File: config.mk
export PLATFORM = sky130hd
export DESIGN_NAME = morse_encoder_tx
export DESIGN_NICKNAME = d
export VERILOG_FILES = /design/src/rtl/morse_pkg.sv /design/src/rtl/morse_code_lut.sv /design/src/rtl/morse_encoder_tx.sv
export SDC_FILE = /design/constraint.sdc
export NUM_CORES = 1
export LEC_CHECK = 0
export BUFFER_PORTS_ARGS = -buffer_cell sky130_fd_sc_hd__clkbuf_2
export CAP_MARGIN = 15
export CORE_ASPECT_RATIO = 0.7
export CORE_MARGIN = 4
export CORE_UTILIZATION = 40
export CTS_CLUSTER_SIZE = 8
export DETAILED_ROUTE_END_ITERATION = 10
export GPL_ROUTABILITY_DRIVEN = 0
export GPL_TIMING_DRIVEN = 0
export SYNTH_ARGS = -nofsm -noshare
export SYNTH_HDL_FRONTEND = slang
export SYNTH_SLANG_ARGS = --single-unit
File: constraint.sdc
create_clock -name clk -period 4.3 [get_ports clk]
set_clock_uncertainty 0.2 [all_clocks]
set_input_delay 0.43 -clock clk [delete_from_list [all_inputs] [get_ports clk]]
set_output_delay 0.43 -clock clk [all_outputs]
set_load 0.05 [all_outputs]
File: src/rtl/morse_pkg.sv
// Shared Morse definitions for the encoder and decoder paths.
// Code format: MSB-side sentinel 1, then elements MSB-first (0=dot, 1=dash); 8'h00 = unmapped.
package morse_pkg;

    typedef enum logic [2:0] {
        IDLE,
        LOAD,
        MARK,
        GAP,
        LGAP,
        WGAP
    } state_e;

    localparam int unsigned DOT_U  = 1;
    localparam int unsigned DASH_U = 3;
    localparam int unsigned IGAP_U = 1;
    localparam int unsigned LGAP_U = 3;
    localparam int unsigned WGAP_U = 4;

    localparam logic [7:0] ASCII_SPACE = 8'h20;
    localparam logic [7:0] CODE_NONE   = 8'h00;

    // Uppercase letters only; digits are layered on by morse_code_lut when enabled.
    function automatic logic [7:0] ascii_to_code(input logic [7:0] ch);
        logic [7:0] code;
        case (ch)
            8'h41: code = 8'h05; // A .-
            8'h42: code = 8'h18; // B -...
            8'h43: code = 8'h1A; // C -.-.
            8'h44: code = 8'h0C; // D -..
            8'h45: code = 8'h02; // E .
            8'h46: code = 8'h12; // F ..-.
            8'h47: code = 8'h0E; // G --.
            8'h48: code = 8'h10; // H ....
            8'h49: code = 8'h04; // I ..
            8'h4A: code = 8'h17; // J .---
            8'h4B: code = 8'h0D; // K -.-
            8'h4C: code = 8'h14; // L .-..
            8'h4D: code = 8'h07; // M --
            8'h4E: code = 8'h06; // N -.
            8'h4F: code = 8'h0F; // O ---
            8'h50: code = 8'h16; // P .--.
            8'h51: code = 8'h1D; // Q --.-
            8'h52: code = 8'h0A; // R .-.
            8'h53: code = 8'h08; // S ...
            8'h54: code = 8'h03; // T -
            8'h55: code = 8'h09; // U ..-
            8'h56: code = 8'h11; // V ...-
            8'h57: code = 8'h0B; // W .--
            8'h58: code = 8'h19; // X -..-
            8'h59: code = 8'h1B; // Y -.--
            8'h5A: code = 8'h1C; // Z --..
            default: code = CODE_NONE;
        endcase
        return code;
    endfunction

endpackage

File: src/rtl/morse_code_lut.sv
// Combinational ASCII -> sentinel-coded Morse lookup.
// Digits '0'-'9' are mapped only when MORSE_DIGITS_EN is defined.
module morse_code_lut
    import morse_pkg::*;
(
    input  logic [7:0] ascii,
    output logic [7:0] code
);

    // Letter table from the package, optionally extended with digits
    always_comb begin
        code = ascii_to_code(ascii);
`ifdef MORSE_DIGITS_EN
        case (ascii)
            8'h30: code = 8'h3F;
            8'h31: code = 8'h2F;
            8'h32: code = 8'h27;
            8'h33: code = 8'h23;
            8'h34: code = 8'h21;
            8'h35: code = 8'h20;
            8'h36: code = 8'h30;
            8'h37: code = 8'h38;
            8'h38: code = 8'h3C;
            8'h39: code = 8'h3E;
            default: ;
        endcase
`endif
    end

endmodule

File: src/rtl/morse_encoder_tx.sv
// Morse transmitter: one ASCII character per start/ready handshake, keyed on key_out
// with dot/dash/gap timing scaled by UNIT_CYCLES. Digit support via MORSE_DIGITS_EN (in morse_code_lut).
module morse_encoder_tx
    import morse_pkg::*;
#(
    parameter int unsigned UNIT_CYCLES = 4
) (
    input  logic       clk,
    input  logic       reset,
    input  logic [7:0] ascii,
    input  logic       start,
    output logic       ready,
    output logic       key_out,
    output logic       done,
    output logic       err
);

    localparam int unsigned CNT_W = $clog2(7 * UNIT_CYCLES + 1);

    // Cycle counter reload value for a duration given in Morse units
    function automatic logic [CNT_W-1:0] unit_cycles(input int unsigned units);
        return CNT_W'(units * UNIT_CYCLES - 1);
    endfunction

    state_e           state_q, state_d;
    logic [7:0]       ascii_q, ascii_d;
    logic [6:0]       shift_q, shift_d;   // bit 6 = current element
    logic [2:0]       elem_q, elem_d;     // elements remaining incl. current
    logic [CNT_W-1:0] cnt_q, cnt_d;       // cycles left in current mark/gap
    logic             key_q, key_d;
    logic             ready_q, ready_d;
    logic             done_q, done_d;
    logic             err_q, err_d;

    logic [7:0]       code_c;
    logic [2:0]       sent_pos_c;
    logic [6:0]       shift_ld_c;

    morse_code_lut u_lut (
        .ascii (ascii_q),
        .code  (code_c)
    );

    // Sentinel position = element count; align first element to shift bit 6
    always_comb begin
        sent_pos_c = 3'd0;
        for (int i = 1; i < 8; i++) begin
            if (code_c[i]) sent_pos_c = 3'(i);
        end
        shift_ld_c = 7'(code_c << (3'd7 - sent_pos_c));
    end

    // Next-state and registered-output logic
    always_comb begin
        state_d = state_q;
        ascii_d = ascii_q;
        shift_d = shift_q;
        elem_d  = elem_q;
        cnt_d   = cnt_q;
        err_d   = 1'b0;

        case (state_q)
            IDLE: begin
                if (start) begin
                    ascii_d = ascii;
                    state_d = LOAD;
                end
            end
            LOAD: begin
                if (ascii_q == ASCII_SPACE) begin
                    cnt_d   = unit_cycles(WGAP_U);
                    state_d = WGAP;
                end else if (code_c == CODE_NONE) begin
                    err_d   = 1'b1;
                    state_d = IDLE;
                end else begin
                    shift_d = shift_ld_c;
                    elem_d  = sent_pos_c;
                    cnt_d   = unit_cycles(shift_ld_c[6] ? DASH_U : DOT_U);
                    state_d = MARK;
                end
            end
            MARK: begin
                if (cnt_q != '0) begin
                    cnt_d = cnt_q - 1'b1;
                end else if (elem_q > 3'd1) begin
                    cnt_d   = unit_cycles(IGAP_U);
                    state_d = GAP;
                end else begin
                    cnt_d   = unit_cycles(LGAP_U);
                    state_d = LGAP;
                end
            end
            GAP: begin
                if (cnt_q != '0) begin
                    cnt_d = cnt_q - 1'b1;
                end else begin
                    shift_d = shift_q << 1;
                    elem_d  = elem_q - 1'b1;
                    cnt_d   = unit_cycles(shift_q[5] ? DASH_U : DOT_U);
                    state_d = MARK;
                end
            end
            LGAP, WGAP: begin
                if (cnt_q != '0) begin
                    cnt_d = cnt_q - 1'b1;
                end else begin
                    state_d = IDLE;
                end
            end
            default: state_d = IDLE;
        endcase

        key_d   = (state_d == MARK);
        ready_d = (state_d == IDLE);
        done_d  = ((state_d == LGAP) || (state_d == WGAP)) && (cnt_d == '0);
    end

    // State and output registers with synchronous reset
    always_ff @(posedge clk) begin
        if (reset) begin
            state_q <= IDLE;
            ascii_q <= '0;
            shift_q <= '0;
            elem_q  <= '0;
            cnt_q   <= '0;
            key_q   <= 1'b0;
            ready_q <= 1'b1;
            done_q  <= 1'b0;
            err_q   <= 1'b0;
        end else begin
            state_q <= state_d;
            ascii_q <= ascii_d;
            shift_q <= shift_d;
            elem_q  <= elem_d;
            cnt_q   <= cnt_d;
            key_q   <= key_d;
            ready_q <= ready_d;
            done_q  <= done_d;
            err_q   <= err_d;
        end
    end

    assign key_out = key_q;
    assign ready   = ready_q;
    assign done    = done_q;
    assign err     = err_q;

endmodule

**After elaboration in Yosys (flattened, before gate mapping)**

Memories as Yosys holds them, arrays and structs flattened. A register that Yosys moved wholly into a read port is not among the register bits.
Index checks and enable logic that the tools add are counted.

- Output and inout bits: 4
- Memories kept: 1
- Logic and storage cells: 78
- Latch bits: 0
- Register bits after elaboration: 29
- Memory bits (read-only): 640
- Input bits: 11
- Bits in writable memories: 0

- Magnitude comparators: 1
- Divide/modulo/power cells: 0
- Bitwise operators: 1
- Equal/unequal tests: 12
- Multipliers: 0
- Add/sub/neg operators: 5
- Mux-type cells: 36
- Reduce and logical (&&, ||, !) cells: 12
- Shift-type cells: 1

Memory list:

| memory | words | width | rd ports | clocked after Yosys merged registers in | wr ports | RTL line | RTL |
|---|---|---|---|---|---|---|---|
| (no name shown) | 128 | 5 | 1 | 1 | 0 | morse_pkg.sv:26 | `case (ch)` |

Operator list:

| cell | count |
|---|---|
| $mux W3 | 14 |
| $mux W5 | 5 |
| $pmux W5 S4 | 1 |
| $mux W6 | 3 |
| $pmux W3 S5 | 1 |
| $mux W7 | 2 |
| $eq A3 B3 Y1 const B | 4 |
| $pmux W6 S2 | 1 |
| $sub A4 B1 Y5 const B | 2 |
| $eq A3 B2 Y1 const B | 3 |
| $eq A8 B6 Y1 const B | 1 |
| $logic_not A8 Y1 | 1 |
| $mux W2 | 4 |
| $mux W8 | 1 |
| $shl A8 B3 Y7 | 1 |
| $logic_not A3 Y1 | 2 |
| $ne A2 B2 Y1 const B | 3 |
| $pmux W3 S2 | 1 |
| $logic_not A5 Y1 | 1 |
| $reduce_bool A5 Y1 | 1 |
| $sub A5 B1 Y5 const B | 1 |
| $mux W4 | 1 |
| $reduce_and A4 Y1 | 1 |
| $eq A3 B1 Y1 const B | 1 |
| other kinds (11) | 12 |

**Depth between registers and ports, before layout**

Gate-level depths: netlist of the first run.

- Depth after elaboration: 17
- Depth in mapped cells: 12
- Depth with buffers taken out: 11

**By module**

A second synthesis of the first run with hierarchy kept.

- Cells, all modules: 289
- Area total of the unflattened synthesis: 2187.1 um^2

By module, submodules not included:

| module | cells an instance | instances | seq. area each (um^2) | area an instance (um^2) |
|---|---|---|---|---|
| morse_encoder_tx | 231 | 1 | 580.6 | 1744.2 |
| morse_code_lut | 58 | 1 | 0.0 | 442.9 |

**Worst setup path before layout of the first run**

OpenSTA, ideal clock, no wires.

- Kind: register -> register
- Start: register state_q[1]
- End: register with a tool-made name
- Path buffers: 2
- Stages on the path, launching flop included: 12
- Clock period less this slack: 2.774 ns
- Path slack: 1.526 ns
- Data required time: 3.981 ns
- Library setup time: 0.119 ns
- Arrival time: 2.456 ns
- Cell sequence: dfxtp_1 buf_6 nor4b_4 clkbuf_1 nand2_1 a21oi_1 inv_1 ha_1 inv_1 a32o_1 o21ai_0 nor2_1

RTL lines:

| item | RTL line | RTL |
|---|---|---|
| start: declaration | morse_encoder_tx.sv:25 | `state_e state_q, state_d;` |
| start signal: assignment | morse_encoder_tx.sv:132 | `state_q <= state_d;` |

**Worst setup path in the final report of the first run**

- Start: register cnt_q[1]
- End: register done_q, in the netlist done

- Longest elaborated chain between the ends: 6
- Elaborated cells between the ends (all ways): 17
- Those cells by class: add/sub: 1; eq/ne: 2; mux: 10; reduce/logical: 4

Ends and longest elaborated chain:

| item | RTL line | RTL |
|---|---|---|
| start: declaration | morse_encoder_tx.sv:29 | `logic [CNT_W-1:0] cnt_q, cnt_d;` |
| start signal: assignment | morse_encoder_tx.sv:136 | `cnt_q <= cnt_d;` |
| branches (longest 5 deep; another with $sub A5 B1 Y5) | -- |  |
| $logic_and A1 B1 Y1 * | morse_encoder_tx.sv:116 | `done_d = ((state_d == LGAP) \|\| (state_d == WGAP)) && (cnt_d == '0);` |
| end signal: assignment | morse_encoder_tx.sv:139 | `done_q <= done_d;` |
| end: declaration | morse_encoder_tx.sv:32 | `logic done_q, done_d;` |

Mark *: on every way between the ends.
A chain may end at the register's enable or synchronous reset.

==> results.ini, run 1 <==
[run_status]
status = complete, no violations

[layout]
final_area_sq_um = 2430
nets = 329
drive_above_1_share_pct = 9.39
final_common_cell = dfxtp_1
antenna_cells = 0
layout_common_cells = 34 x dfxtp_1, 33 x nand2_1, 29 x a21oi_1
fin_util_pct = 46.2
syn2layout_area_growth_pct = 11.3
final_cell_count_no_fill = 381

[detailed_routing]
dr.pass1.iters = 4
drt-initial-drc-count = 165
viasPerCell = 5.68
via_count = 2165
finalWirelength_um = 5580
wl_per_cell_um = 14.7
drc = 0
ant_nets = 0

[worst_setup_path]
rr_worst_depth = 12
path_class = flip-flop to flip-flop
path_cells = inv_1 > ha_1 > nor4b_1 > inv_1 > clkbuf_1 > ha_1 > nand2_1 > o21ai_0 > o21ai_0 > a31oi_1 > o21ai_0 > and4_1
worstSetupEndpointType = flip-flop
crit-reg2reg-launch = cnt_q[1]
slowest_stage = nor4b_1
crit_top_cell = o21ai_0
r2r_slack_ns = 0.94
cp.arrival_ns = 3.38
max_stage_delay_ns = 0.73
cp-start-kind = flip-flop
cp.buffers_inverters = 3
required_ns = 4.32
worstPathMaxFanout = 10
r2r_end = done
worst_path_dominant_cell_family = simple AND/OR/NAND/NOR gates

[global_routing]
grt_max_degree = 11
antenna_found_initial = 0
grt_usage_pct = 17.6
grt_pass1_vias = 1934
overflow = 0
grt_pass1_wl_um = 9470

[pwr]
p_int_w = 0.000513
peakVddDrop_mv = 0.167
power_frac_comb_pct = 21.5
seqPwrFrac_pct = 46.3
clock_power_share_pct = 32.2
swShare_pct = 30.2
p_sw_w = 0.000222
p_leak_nw = 0.899
p_per_area_nw_per_um2 = 302
power_w = 0.000735

[cts]
cts_made_buffers = 5
cts_tree = yes
clock-root-buffer = clkbuf_8
clk_path_buf_depth = 2
post-cts-setup-buffer-count = 0
clk_latency_ns = 0.28
post_cts_resized = 0
cts_hold_buf = 0
cts.sinks = 34
path_clk_slew_ns = 0.06
cts_htree_levels = 2

[timing]
maxSlewHeadroom_pct = 39.3
slew_viol_final = 0
finalHoldViolCount = 0
fin_crit_ns = 3.36
tightestPinTransition_ns = 0.898
fmax_mhz = 298
grt_setup_unrepaired = false
tns_ns = 0
setup_viol = 0
min_period_over_period_pct = 78.1

[min_path]
holdPathEnd = ascii_q[7]
min_from = ascii[7]
holdCritPathClass = primary input to flip-flop
whs_path_depth = 3

[placement]
dp_cells = 373
placed_cell_area_sq_um = 2340
numPortBuffers = 13
place_hpwl_um = 4230

[logic_synthesis]
syn_nets = 309
ys_ff_latch = 34
syn_avg_cell_area_sq_um = 7.59
ys_warn_count = 0
synthCells = 288
syn_area_sq_um = 2180
synth_edf_count = 0
synth_top_area_share_pct = 31.2
ys_types = 57
synth_area_leaders = dfxtp_1 31%, a21oi_1 6.6%, ha_1 5.7%
synth.largest_area_cell = dfxtp_1
yosysSeqAreaShare_pct = 31.2
synth_flop_cell = dfxtp_1
synthArstFlopShare_pct = 0

[floorplanning]
start_util_pct = 41.6
rows = 22
dieArea_sq_um = 6730
ios = 15
dieWidth_um = 96.3
fp.dieH_um = 69.8
core_sq_um = 5260

[job]
drv_cap = 0

-- kinds of logic after synthesis --
family	share of synthesized area, %
DFF	31.2
adders and majority gates	5.73
and+or+nand+nor	29.8
muxes	1.37
AOI/OAI and AO/OA	26.2
buffers and inverters	5.73
-- per-layer routing --
metal | up-vias | GRT usage, % | wire length (um)
met2 | 46 | 23.0 | 2220
met4 | 0 | 3.58 | 31
li1 | 1092 | - | -
met5 | - | 0 | 0
met3 | 4 | 4.77 | 310
met1 | 1023 | 28.1 | 3020
-- metrics by stage --
stage | hold slack, ns | setup WS, ns
2_1_floorplan | 0.232 | 1.53
3_3_place_gp | 0.241 | 0.957
3_5_place_dp | 0.250 | 0.976
4_1_cts | 0.189 | 0.980
5_1_grt | 0.197 | 0.587
6_report | 0.201 | 0.940
-- worst max-delay path by stage --
stage | cells past startpoint | end | from
after floorplan | 11 | flip-flop | state_q[1]
after global placement | 10 | flip-flop | start
after detailed placement | 11 | flip-flop | start
after CTS | 12 | done | cnt_q[1]
after global routing | 12 | done | cnt_q[1]
final | 12 | done | cnt_q[1]
-- cells in the mapped netlist (all sizes together) (2+ instances only) --
master	number
o22ai	2
o311ai	2
a2111oi	2
a211oi	3
nand3b	5
o21ai	17
a221oi	2
a32oi	2
nand2	33
and3	3
nor3	12
a21oi	29
nor4	6
buf	3
ha	10
nor4b	3
o31a	2
nand3	11
a31oi	6
nand2b	2
nor3b	5
and2	3
a21boi	2
inv	15
nor2	22
clkbuf	13
dfxtp	34
o32ai	2
or4b	3
or3	2
mux2i	3
nor2b	7
a311oi	2
a21o	4
or2	3
-- layout make-up --
type / instances / area [sq um]
fill: 530 / 2830
multi-input combinational: 223 / 1380
sequential: 34 / 681
tap: 72 / 90.1
clock buffer: 7 / 86.3
buffer: 16 / 68.8
timing repair buffer: 13 / 65.1
inverter: 15 / 56.3
clock inverter: 1 / 5.00
-- power by group through the flow --
| stage | registers, W | logic, W | clock network [W] |
|---|---|---|---|
| CTS | 0.000340 | 0.000156 | 0.000247 |
| floorplan | 0.000350 | 0.000110 | 0 |
| global route | 0.000342 | 0.000177 | 0.000261 |
| global placement | 0.000347 | 0.000155 | 0 |
| finish | 0.000341 | 0.000158 | 0.000237 |
| detailed placement | 0.000347 | 0.000155 | 0 |
-- worst reg2reg max path, cell delays in order, from the launching register on --
cell and delay [ns]:
dfxtp_1 0.35, inv_1 0.11, ha_1 0.16, nor4b_1 0.73, inv_1 0.15, clkbuf_1 0.29
ha_1 0.34, nand2_1 0.06, o21ai_0 0.08, o21ai_0 0.22, a31oi_1 0.11, o21ai_0 0.26
and4_1 0.23
(Power assumes the default switching activity.)
==> inputs of run 2 (changes only) <==
clock period = 3 ns   (was 4.3 ns; I/O delays follow)
==> run 2 against run 1 <==
Compared with the run above:
- power up 45%
- wire length up 1.1%
- sequential share of layout area down 0.36 points
- register-to-register slack worse by 0.72 ns
- largest cell class unchanged
==> results.ini, run 2 (same netlist as run 1, synthesis figures left out) <==
[min_path]
whs_path_depth = 3  ; unchanged
holdCritPathClass = primary input to flip-flop
min_from = ascii[7]

[pwr]
p_sw_w = 0.000322  ; +45%
swShare_pct = 30.2  ; about the same
seqPwrFrac_pct = 45.9  ; -0.4 points
clock_power_share_pct = 32.0  ; -0.2 points
p_int_w = 0.000744  ; +45%
peakVddDrop_mv = 0.239  ; +43%
p_leak_nw = 0.924  ; +2.8%
p_per_area_nw_per_um2 = 433  ; +43%
power_frac_comb_pct = 22.2  ; +0.7 points

[cts]
cts_htree_levels = 2  ; unchanged
cts.sinks = 34  ; unchanged
clock-root-buffer = clkbuf_8
clk_latency_ns = 0.28  ; about the same
path_clk_slew_ns = 0.06  ; about the same
cts_made_buffers = 5  ; unchanged
clk_path_buf_depth = 2  ; unchanged
cts_tree = yes

[placement]
place_hpwl_um = 4230  ; unchanged
numPortBuffers = 13  ; unchanged
dp_slack_ns = -0.291  ; -1.27 ns

[global_routing]
grt_usage_pct = 17.6  ; +0.022 points
grt_pass1_vias = 1934  ; unchanged
grt_max_degree = 11  ; unchanged
overflow = 0  ; unchanged
grt_pass1_wl_um = 9480  ; +0.15%
antenna_found_initial = 0  ; unchanged

[detailed_routing]
dr.pass1.iters = 4  ; unchanged
via_count = 2189  ; +1.1%
wl_per_cell_um = 14.8  ; +0.88%
drc = 0  ; unchanged
viasPerCell = 5.73  ; +0.84%
finalWirelength_um = 5650  ; +1.1%
ant_nets = 0  ; unchanged
drt-initial-drc-count = 211  ; +28%

[layout]
final_common_cell = dfxtp_1
multiInputGateArea_sq_um = 1400  ; +1.4%
drive_above_1_share_pct = 11.0  ; +1.6 points
fillers = 525  ; -0.94%
seqCellArea_sq_um = 681  ; unchanged
layout_common_cells = 34 x dfxtp_1, 33 x nand2_1, 28 x a21oi_1
nets = 330  ; +0.30%
fin_util_pct = 46.8  ; +0.59 points
syn2layout_area_growth_pct = 12.7
antenna_cells = 0  ; unchanged

[worst_setup_path]
worstSetupEndpointType = flip-flop
cp-startpoint = cnt_q[1]
path_class = flip-flop to flip-flop
worstPathMaxFanout = 10  ; unchanged
cp-start-kind = flip-flop
required_ns = 3.02  ; -1.30 ns
rr_worst_depth = 12  ; unchanged
cp.arrival_ns = 2.80  ; -0.58 ns
crit-reg2reg-launch = cnt_q[1]

[timing]
setup_viol = 0  ; unchanged
tightestPinTransition_ns = 0.628  ; -0.269 ns
finalHoldViolCount = 0  ; unchanged
maxSlewHeadroom_pct = 58.0  ; +19 points
fin_crit_ns = 2.78  ; -0.581 ns
tns_ns = 0  ; unchanged
slew_viol_final = 0  ; unchanged
fmax_mhz = 360  ; +21%
hold_slack_ns = 0.0697  ; -0.132 ns
setup_slack_ns = 0.221  ; -0.719 ns
grt_setup_unrepaired = true
min_period_over_period_pct = 92.6  ; +15 points

[floorplanning]
core_sq_um = 5260  ; unchanged
dieArea_sq_um = 6730  ; unchanged
dieWidth_um = 96.3  ; unchanged
rows = 22  ; unchanged
fp.dieH_um = 69.8  ; unchanged
ios = 15  ; unchanged
start_util_pct = 41.6  ; unchanged

[run_status]
status = complete, no violations

[job]
drv_cap = 0  ; unchanged

-- run 2: cell types whose count changed in the layout (fill, tap and decap cells not counted), sizes merged --
cell    change
clkbuf      -1
buf         +2
-- run 2: metrics by stage --
stage | power [W] | instance area [sq um] | instances
finish | 0.00107 | 2460 | 382
global route | 0.00113 | 2460 | 382
CTS | 0.00107 | 2450 | 382
detailed placement | 0.000721 | 2340 | 373
global placement | 0.000720 | 2340 | 373
floorplan | 0.000659 | 2180 | 288
-- run 2: timing repair --
action                                  4_1_cts  5_1_grt
pin swaps                                     1        0
gates resized for setup                       3        2
hold buffers                                  0        0
buffers inserted                              1        1
endpoints found under the setup margin        7        5
-- run 2: worst paths after layout --
check | to | slack (ns)
worst max-delay path | done | 0.22
worst min-delay path | ascii_q[7] | 0.07
worst max register to register | done | 0.22
worst min register to register | shift_q[2] | 0.26
-- run 2: per-layer routing --
metal	routed length [um]	GRT usage, %
met4	51	3.58
met1	3050	28.1
met3	365	4.77
met5	0	0
met2	2180	23.0
-- run 2: final cells by class --
type,instances,share of cell area (%)
Inverter,15,2.29
Multi-Input combinational cell,223,56.8
Buffer,15,2.69
Clock buffer,7,3.51
Timing Repair Buffer,15,3.25
Sequential cell,34,27.6
Clock inverter,1,0.203
Tap cell,72,3.66
-- run 2: power groups by stage --
stage / clock (W) / combinational (W) / sequential (W)
floorplan: 0 / 0.000158 / 0.000501
global placement: 0 / 0.000222 / 0.000497
detailed placement: 0 / 0.000223 / 0.000498
CTS: 0.000354 / 0.000228 / 0.000488
global route: 0.000374 / 0.000264 / 0.000491
finish: 0.000341 / 0.000236 / 0.000489
-- run 2: worst max-delay path: stages, from the launching register on --
cell,delay [ns]
dfxtp_1,0.41
inv_1,0.10
ha_1,0.20
nor4b_4,0.14
inv_1,0.09
clkbuf_1,0.38
ha_1,0.32
nand2_1,0.06
o21ai_0,0.08
o21ai_0,0.22
a31oi_1,0.12
o21ai_1,0.19
and4_1,0.21
==> inputs of run 3 (changes only) <==
PLACE_DENSITY_LB_ADDON = 0.05   (was unset)
==> run 3 against run 2 <==
Compared with the run above:
- utilization is 0.071 points lower
- sequential share of layout area hardly changed
- largest cell class unchanged
- power is 0.97% higher
- die area stayed put
- register-to-register slack hardly changed
- non-clock buffer count is 1 lower
- flip-flop and latch count stayed put
- clock power is 3% higher
- wire length is 1.2% higher
==> results.ini, run 3 (same netlist as run 1, synthesis figures left out) <==
[global_routing]
grt_pass1_wl_um = 9490  ; +0.15%
grt_usage_pct = 18.2  ; +0.57 points
antenna_found_initial = 0  ; unchanged
grt_pass1_vias = 1844  ; -4.7%
grt_max_degree = 11  ; unchanged
overflow = 0  ; unchanged

[worst_setup_path]
worstPathMaxFanout = 10  ; unchanged
cp-startpoint = state_q[1]
cp-start-kind = flip-flop
required_ns = 3.01  ; about the same
rr_worst_depth = 10  ; -2
path_class = flip-flop to flip-flop
cp.arrival_ns = 2.80  ; about the same
r2r_slack_ns = 0.22  ; about the same
crit-reg2reg-launch = state_q[1]
worstSetupEndpointType = flip-flop

[layout]
multiInputGateArea_sq_um = 1400  ; unchanged
antenna_cells = 0  ; unchanged
fillers = 546  ; +4.0%
fin_util_pct = 46.8  ; -0.071 points
layout_common_cells = 34 x dfxtp_1, 33 x nand2_1, 28 x a21oi_1
drive_above_1_share_pct = 11.3  ; +0.36 points
final_common_cell = dfxtp_1
syn2layout_area_growth_pct = 12.5
nets = 329  ; -0.30%
final_area_sq_um = 2460  ; -0.15%
seqCellArea_sq_um = 681  ; unchanged
final_cell_count_no_fill = 381  ; -0.26%

[pwr]
p_sw_w = 0.000333  ; +3.4%
swShare_pct = 31.0  ; +0.74 points
p_leak_nw = 0.921  ; -0.35%
peakVddDrop_mv = 0.221  ; -7.6%
power_frac_comb_pct = 22.0  ; -0.2 points
seqPwrFrac_pct = 45.4  ; -0.5 points
p_int_w = 0.000743  ; -0.10%
clock_power_share_pct = 32.6  ; +0.6 points
p_per_area_nw_per_um2 = 438  ; +1.1%

[cts]
cts.sinks = 34  ; unchanged
cts_htree_levels = 2  ; unchanged
clk_latency_ns = 0.28  ; about the same
cts_tree = yes
clock-root-buffer = clkbuf_8
cts_hold_buf = 0  ; unchanged
cts_made_buffers = 5  ; unchanged
path_clk_slew_ns = 0.07  ; about the same
clk_path_buf_depth = 2  ; unchanged

[timing]
tns_ns = 0  ; unchanged
finalHoldViolCount = 0  ; unchanged
setup_viol = 0  ; unchanged
maxSlewHeadroom_pct = 59.4  ; +1.4 points
fin_crit_ns = 2.78  ; +0.00255 ns
setup_slack_ns = 0.218  ; -0.00255 ns
slew_viol_final = 0  ; unchanged
fmax_mhz = 360  ; about the same
tightestPinTransition_ns = 0.608  ; -0.0206 ns
grt_setup_unrepaired = false
min_period_over_period_pct = 92.7  ; about the same

[placement]
place_hpwl_um = 4360  ; +3.0%
dp_slack_ns = -0.307  ; -0.0161 ns
dp_cells = 373  ; unchanged
placed_cell_area_sq_um = 2340  ; unchanged
numPortBuffers = 13  ; unchanged

[detailed_routing]
ant_nets = 0  ; unchanged
drt-initial-drc-count = 259  ; +23%
finalWirelength_um = 5720  ; +1.2%
viasPerCell = 5.69  ; -0.65%
drc = 0  ; unchanged
dr.pass1.iters = 4  ; unchanged
via_count = 2169  ; -0.91%
wl_per_cell_um = 15.0  ; +1.5%

[floorplanning]
dieWidth_um = 96.3  ; unchanged
start_util_pct = 41.6  ; unchanged
rows = 22  ; unchanged
core_sq_um = 5260  ; unchanged
ios = 15  ; unchanged
dieArea_sq_um = 6730  ; unchanged
fp.dieH_um = 69.8  ; unchanged

[min_path]
holdCritPathClass = primary input to flip-flop

[job]
drv_cap = 0  ; unchanged

[run_status]
status = complete, no violations

## run 3: cell type report
| class | count | area share, % |
|---|---|---|
| Buffer | 14 | 2.54 |
| Clock buffer | 7 | 3.51 |
| Clock inverter | 1 | 0.204 |
| Inverter | 15 | 2.29 |
| Multi-Input combinational cell | 223 | 56.8 |
| Sequential cell | 34 | 27.7 |
| Tap cell | 72 | 3.66 |
| Timing Repair Buffer | 15 | 3.26 |
## run 3: worst max-delay path, cell delays in order (launching register included)
cell      delay, ns
dfxtp_1        0.31
buf_6          0.13
nor4b_4        0.27
clkbuf_2       0.26
nand2_1        0.09
a21oi_1        0.33
inv_1          0.15
ha_1           0.38
o22ai_1        0.24
o311ai_0       0.17
a31oi_1        0.18
## run 3: worst min-delay path by stage
| stage | cells after the start | end | start |
|---|---|---|---|
| final | 3 | ascii_q[7] | ascii[7] |
| after global routing | 3 | ascii_q[7] | ascii[7] |
| after CTS | 3 | ascii_q[7] | ascii[7] |
| after detailed placement | 2 | shift_q[2] | shift_q[2] |
| after global placement | 2 | shift_q[2] | shift_q[2] |
| after floorplan | 2 | shift_q[2] | shift_q[2] |
## run 3: repair_timing
action                                  CTS  global route
endpoints found under the setup margin    7             5
gates resized for setup                   3             2
pin swaps                                 1             0
gates cloned                              0             0
setup buffers                             1             1
## run 3: stage by stage
stage,power (W),hold slack (ns)
2_1_floorplan,0.000659,0.232
3_3_place_gp,0.000724,0.244
3_5_place_dp,0.000721,0.253
4_1_cts,0.00108,0.0502
5_1_grt,0.00114,0.0629
6_report,0.00108,0.0526
## run 3: power groups by stage
stage                     logic [W]  registers [W]  clock network (W)
after CTS                  0.000228       0.000487           0.000361
after floorplan            0.000158       0.000501                  0
after global routing       0.000265       0.000491           0.000388
final                      0.000237       0.000488           0.000351
after detailed placement   0.000223       0.000497                  0
after global placement     0.000226       0.000498                  0
## run 3: routing by layer
layer  track usage, %  share of wire [%]  vias to the layer above
met5                0                  0                        -
met4             3.27               0.52                        0
met3             4.66                5.9                        2
met2             22.2                 37                       55
met1             30.7                 56                     1008
li1                 -                  -                     1104
